**src/rtl/gdma_pkg.sv**
```systemverilog
// Shared types and pointer-step helpers for the block-copy engine.
package gdma_pkg;

  typedef enum logic [1:0] {
    STEP_INC  = 2'b00,
    STEP_DEC  = 2'b01,
    STEP_HOLD = 2'b10,
    STEP_RSVD = 2'b11
  } step_mode_t;

  typedef enum logic [1:0] {
    ST_IDLE = 2'b00,
    ST_RD   = 2'b01,
    ST_WR   = 2'b10
  } state_t;

  // Widest pointer the step helper supports; callers truncate to their width.
  localparam int PTR_MAX_W = 64;

  function automatic step_mode_t decode_mode(input logic [1:0] m);
    return (m == 2'b11) ? STEP_HOLD : step_mode_t'(m);
  endfunction

  function automatic logic [PTR_MAX_W-1:0] step_ptr(input logic [PTR_MAX_W-1:0] p,
                                                    input step_mode_t m);
    case (m)
      STEP_INC: return p + PTR_MAX_W'(1);
      STEP_DEC: return p - PTR_MAX_W'(1);
      default:  return p;
    endcase
  endfunction

endpackage

```
**src/rtl/gdma_ptr_step.sv**
```systemverilog
// Pointer register with load and mode-controlled step; wraps modulo 2^ADR_W.
module gdma_ptr_step
  import gdma_pkg::*;
#(
  parameter int ADR_W = 16
) (
  input  logic             clk,
  input  logic             nreset,
  input  logic             i_load,
  input  logic [ADR_W-1:0] i_load_val,
  input  logic             i_step,
  input  logic [1:0]       i_mode,
  output logic [ADR_W-1:0] o_ptr
);

  logic [ADR_W-1:0] r_ptr;
  logic [ADR_W-1:0] w_next;

  assign w_next = ADR_W'(step_ptr(PTR_MAX_W'(r_ptr), step_mode_t'(i_mode)));

  always_ff @(posedge clk or negedge nreset) begin
    if (!nreset) begin
      r_ptr <= '0;
    end else if (i_load) begin
      r_ptr <= i_load_val;
    end else if (i_step) begin
      r_ptr <= w_next;
    end
  end

  assign o_ptr = r_ptr;

endmodule

```
**src/rtl/gdma_engine.sv**
```systemverilog
// Block-copy engine: repeated read M-cycle from src, write M-cycle to dst,
// on the CPU-style T-cycle bus; abort honoured at M-cycle boundaries.
module gdma_engine
  import gdma_pkg::*;
#(
  parameter int ADR_W   = 16,
  parameter int LEN_W   = 8,
  parameter int T_PER_M = 4
) (
  input  logic             clk,
  input  logic             nreset,
  input  logic             start,
  input  logic             abort,
  input  logic [ADR_W-1:0] src,
  input  logic [ADR_W-1:0] dst,
  input  logic [LEN_W-1:0] len,
  input  logic [1:0]       src_mode,
  input  logic [1:0]       dst_mode,
  output logic [ADR_W-1:0] adr,
  output logic             rd,
  output logic             wr,
  input  logic [7:0]       din,
  output logic [7:0]       dout,
  output logic             busy,
  output logic             done,
  output logic             aborted,
  output logic [ADR_W-1:0] cur_src,
  output logic [ADR_W-1:0] cur_dst,
  output logic [LEN_W:0]   remaining
);

  localparam int            TW     = $clog2(T_PER_M);
  localparam logic [TW-1:0] T_LAST = TW'(T_PER_M - 1);

  state_t           r_state;
  logic [TW-1:0]    r_tcnt;
  logic [ADR_W-1:0] r_adr;
  logic             r_rd;
  logic             r_wr;
  logic [7:0]       r_dout;
  logic             r_busy;
  logic             r_done;
  logic             r_aborted;
  logic [LEN_W:0]   r_remaining;
  logic             r_abort_pend;
  step_mode_t       r_src_mode;
  step_mode_t       r_dst_mode;

  logic w_last;
  logic w_abort;
  logic w_load;
  logic w_step;

  assign w_last  = (r_tcnt == T_LAST);
  assign w_abort = abort | r_abort_pend;
  assign w_load  = (r_state == ST_IDLE) && start;
  assign w_step  = (r_state == ST_WR) && w_last;

  gdma_ptr_step #(.ADR_W(ADR_W)) u_src_ptr (
    .clk        (clk),
    .nreset     (nreset),
    .i_load     (w_load),
    .i_load_val (src),
    .i_step     (w_step),
    .i_mode     (r_src_mode),
    .o_ptr      (cur_src)
  );

  gdma_ptr_step #(.ADR_W(ADR_W)) u_dst_ptr (
    .clk        (clk),
    .nreset     (nreset),
    .i_load     (w_load),
    .i_load_val (dst),
    .i_step     (w_step),
    .i_mode     (r_dst_mode),
    .o_ptr      (cur_dst)
  );

  always_ff @(posedge clk or negedge nreset) begin
    if (!nreset) begin
      r_state      <= ST_IDLE;
      r_tcnt       <= '0;
      r_adr        <= '0;
      r_rd         <= 1'b0;
      r_wr         <= 1'b0;
      r_dout       <= '0;
      r_busy       <= 1'b0;
      r_done       <= 1'b0;
      r_aborted    <= 1'b0;
      r_remaining  <= '0;
      r_abort_pend <= 1'b0;
      r_src_mode   <= STEP_INC;
      r_dst_mode   <= STEP_INC;
    end else begin
      r_done    <= 1'b0;
      r_aborted <= 1'b0;
      case (r_state)
        ST_IDLE: begin
          r_tcnt <= '0;
          if (start) begin
            r_state      <= ST_RD;
            r_busy       <= 1'b1;
            r_rd         <= 1'b1;
            r_adr        <= src;
            r_remaining  <= {1'b0, len} + (LEN_W+1)'(1);
            r_src_mode   <= decode_mode(src_mode);
            r_dst_mode   <= decode_mode(dst_mode);
            r_abort_pend <= 1'b0;
          end
        end
        ST_RD: begin
          if (!w_last) begin
            r_tcnt <= r_tcnt + TW'(1);
            if (abort) r_abort_pend <= 1'b1;
          end else begin
            r_tcnt <= '0;
            r_rd   <= 1'b0;
            if (w_abort) begin
              r_state      <= ST_IDLE;
              r_busy       <= 1'b0;
              r_aborted    <= 1'b1;
              r_abort_pend <= 1'b0;
            end else begin
              r_state <= ST_WR;
              r_adr   <= cur_dst;
              r_dout  <= din;
            end
          end
        end
        ST_WR: begin
          if (!w_last) begin
            r_tcnt <= r_tcnt + TW'(1);
            r_wr   <= 1'b1;
            if (abort) r_abort_pend <= 1'b1;
          end else begin
            r_tcnt      <= '0;
            r_wr        <= 1'b0;
            r_remaining <= r_remaining - (LEN_W+1)'(1);
            // Completion takes priority over a coincident abort.
            if (r_remaining == (LEN_W+1)'(1)) begin
              r_state      <= ST_IDLE;
              r_busy       <= 1'b0;
              r_done       <= 1'b1;
              r_abort_pend <= 1'b0;
            end else if (w_abort) begin
              r_state      <= ST_IDLE;
              r_busy       <= 1'b0;
              r_aborted    <= 1'b1;
              r_abort_pend <= 1'b0;
            end else begin
              r_state <= ST_RD;
              r_rd    <= 1'b1;
              r_adr   <= ADR_W'(step_ptr(PTR_MAX_W'(cur_src), r_src_mode));
            end
          end
        end
        default: begin
          r_state <= ST_IDLE;
          r_tcnt  <= '0;
          r_busy  <= 1'b0;
          r_rd    <= 1'b0;
          r_wr    <= 1'b0;
        end
      endcase
    end
  end

  assign adr       = r_adr;
  assign rd        = r_rd;
  assign wr        = r_wr;
  assign dout      = r_dout;
  assign busy      = r_busy;
  assign done      = r_done;
  assign aborted   = r_aborted;
  assign remaining = r_remaining;

endmodule
```
**config.mk**
```make
export PLATFORM = sky130hd
export DESIGN_NAME = gdma_engine
export DESIGN_NICKNAME = d
export VERILOG_FILES = /design/src/rtl/gdma_pkg.sv /design/src/rtl/gdma_ptr_step.sv /design/src/rtl/gdma_engine.sv
export SDC_FILE = /design/constraint.sdc
export NUM_CORES = 1
export LEC_CHECK = 0
export ABC_AREA = 0
export BUFFER_PORTS_ARGS = -buffer_cell sky130_fd_sc_hd__buf_2
export CORE_UTILIZATION = 55
export DETAILED_ROUTE_END_ITERATION = 8
export PLACE_DENSITY = 0.88
export SYNTH_ARGS = -nofsm -noshare
export SYNTH_HDL_FRONTEND = slang
export SYNTH_SLANG_ARGS = --single-unit
```
**constraint.sdc**
```tcl
create_clock -name clk -period 7.8 [get_ports clk]
set_input_delay 0.78 -clock clk [delete_from_list [all_inputs] [get_ports clk]]
set_output_delay 0.78 -clock clk [all_outputs]
set_load 0.05 [all_outputs]
```
==> results_dict.tcl <==
set metrics [dict create \
    power.share.clock 0.086 \
    die-area_um2 10700 \
    swShare 0.584 \
    yosys.area.top_type "dfrtp_1" \
    finalClockSkew_ns 0.0124 \
    syn_area_per_cell_um2 8.21 \
    p_leak_nw 2.86 \
    hold_viol_final 0 \
    syn2layout_area_growth_pct 13.9 \
    num-fill-cells 825 \
    port_buffers 125 \
    dpl.cell_count 904 \
    io_pins 126 \
    critPathRequiredTime_ns 8.03 \
    p_int_w 0.00138 \
    cts.sinks 79 \
    cts.clk_slew.worst_paths_ns 0.09 \
    drt-initial-drc-count 469 \
    ctsHtreeMaxLevel 3 \
    cts_resized 0 \
    antenna_found_initial 0 \
    grt_usage 0.320 \
    n_antenna_cell 0 \
    synth_ff_type "dfrtp_1" \
    num_vias 5751 \
    status "finished clean" \
    drive_gt1_frac 0.206 \
    drcViolationCount 0 \
    synth.distinct_cells 64 \
    holdCritPathClass "flop to flop" \
    synth.top_cell.area_share 0.350 \
    wirelength_um 16500 \
    synth-edff-count 0 \
    cts_setup_buffers 0 \
    instances_no_fill 920 \
    drtAntennaViolNets 0 \
    grt-ovfl-total 0 \
    cp-start-kind "flop" \
    gp_congestion 0.945 \
    viasPerCell 6.25 \
    wl_per_cell_um 17.9 \
    synth_cells 688 \
    placementRows 36 \
    core_um2 9860 \
    vdd_drop_max_v 0.000400 \
    max_freq_mhz 296 \
    final_cell_mix "124 x buf_2, 91 x nand2_1, 79 x dfrtp_1" \
    finalSetupTns_ns 0 \
    synthTopCellsByArea "dfrtp_1 35%, nand2_1 6.0%, ha_1 5.3%" \
    period_needed_ns 3.38 \
    slew_headroom 0.291 \
    drv_cap 0 \
    slew_viol_final 0 \
    crit_fanout 19 \
    die_w_um 103 \
    end_kind "flop" \
    postCtsHoldBufs 0 \
    grt_pass1_vias 5283 \
    critPathArrivalTime_ns 3.61 \
    pwr-share-comb 0.635 \
    synth-seq-cells 79 \
    place_hpwl_um 12200 \
    layout.nets 863 \
    seqPwrFrac 0.279 \
    tightestPinTransition_ns 1.06 \
    tritoncts "yes" \
    cts_buffers 9 \
    grt_pass1_wl_um 26100 \
    grt_max_degree 80 \
    crit_type "flop to flop" \
    root_buffer "clkbuf_8" \
    setup-violations-final 0 \
    fp.dieH_um 103 \
    drt_pass1_iterations 5 \
    period_share 0.433 \
    synth-seq-area-share 0.350 \
    p_switching_w 0.00193 \
    final_common_cell "buf_2" \
    syn_area_um2 5650 \
    p_per_area_nw_per_um2 513 \
    synth_nets 769 \
    clockBufferDepth 2 \
    synth_warnings 0 \
    synth-async-reset-ratio 1.00 \
    insertion_delay_ns 0.36 \
    initial_core_util 0.573 \
    rsz0062_at_grt "false" \
]
## flip-flops by register name, indices dropped and copies added, names as in the netlist
| name | cells |
|---|---|
| adr | 16 |
| u_dst_ptr.o_ptr | 16 |
| u_src_ptr.o_ptr | 16 |
| remaining | 9 |
| dout | 8 |
| r_dst_mode | 2 |
| r_src_mode | 2 |
| r_state | 2 |
| r_tcnt | 2 |
| aborted | 1 |
| busy | 1 |
| done | 1 |
| r_abort_pend | 1 |
| rd | 1 |
| wr | 1 |
## cells by family after synthesis
group | Yosys count | share of synthesized area
AND/OR/NAND/NOR | 282 | 0.242
AO/OA/AOI/OAI | 179 | 0.196
flip-flops | 79 | 0.350
buffers and inverters | 57 | 0.0449
XOR/XNOR | 40 | 0.0620
multiplexers | 26 | 0.0489
adder cells (fa/ha/maj) | 25 | 0.0567
## through the flow
stage / worst slack (ns) / total power [W] / instance area, um2 / hold WS [ns] / utilization
final: 4.42 / 0.00331 / 6440 / 0.441 / 0.653
after global routing: 4.19 / 0.00353 / 6440 / 0.470 / 0.653
after CTS: 4.51 / 0.00328 / 6440 / 0.443 / 0.653
after detailed placement: 4.56 / 0.00299 / 6260 / 0.447 / 0.635
after global placement: 4.68 / 0.00292 / 6260 / 0.427 / 0.635
after floorplan: 4.97 / 0.00250 / 5650 / 0.408 / -
## metal layers
layer	vias to the layer above	part of all wire	track usage
met5	-	0	0
met4	0	0.035	0.143
met3	48	0.095	0.0685
met2	318	0.46	0.505
met1	2719	0.41	0.425
li1	2666	-	-
## cell usage after synthesis (8+ instances only)
cell type / instances
nand3_1: 29
nand2_1: 91
buf_1: 8
nand2b_1: 8
xor2_1: 20
nor2_1: 63
and3_1: 8
a21oi_1: 49
dfrtp_1: 79
o21ai_0: 57
nor3_1: 29
inv_1: 12
o31ai_1: 8
ha_1: 24
nand4_1: 9
clkbuf_1: 27
o22ai_1: 9
mux2_2: 12
mux2i_1: 13
a31oi_1: 10
nor2b_1: 8
xnor2_1: 20
## critical path, cell delays in order, from the launching register on
cell      delay, ns
dfrtp_1        0.74
nand2b_4       0.34
xnor2_1        0.10
ha_1           0.28
nor4_2         0.61
a21oi_1        0.13
a21oi_1        0.16
mux2_2         0.37
xnor2_1        0.15
a221oi_1       0.27
nor3_1         0.10
## final timing paths
kind                          startpoint            to  slack (ns)  cells past startpoint
hold reg to reg                r_tcnt[0]     r_tcnt[0]        0.44                      1
setup reg to reg           r_src_mode[1]       adr[14]        4.42                     10
max in group asynchronous         nreset       adr[12]        6.58                      1
min in group asynchronous         nreset  remaining[0]        0.57                      1
setup / recovery           r_src_mode[1]       adr[14]        4.42                     10
hold / removal                 r_tcnt[0]     r_tcnt[0]        0.44                      1
## power groups by stage
stage | logic (W) | registers (W) | clock network, W
after CTS | 0.00208 | 0.000908 | 0.000288
after detailed placement | 0.00207 | 0.000916 | 0
after floorplan | 0.00115 | 0.00135 | 0
after global placement | 0.00201 | 0.000903 | 0
final | 0.00210 | 0.000923 | 0.000284
after global routing | 0.00228 | 0.000948 | 0.000305
## cell type report
class | count | area (um2) | share of cell area
Clock buffer | 11 | 141 | 0.0220
Inverter | 12 | 45.0 | 0.00699
Timing Repair Buffer | 128 | 651 | 0.101
Tap cell | 133 | 166 | 0.0258
Sequential cell | 79 | 1980 | 0.307
Clock inverter | 5 | 38.8 | 0.00602
Multi-Input combinational cell | 552 | 3420 | 0.531
(Power assumes the default switching activity.)
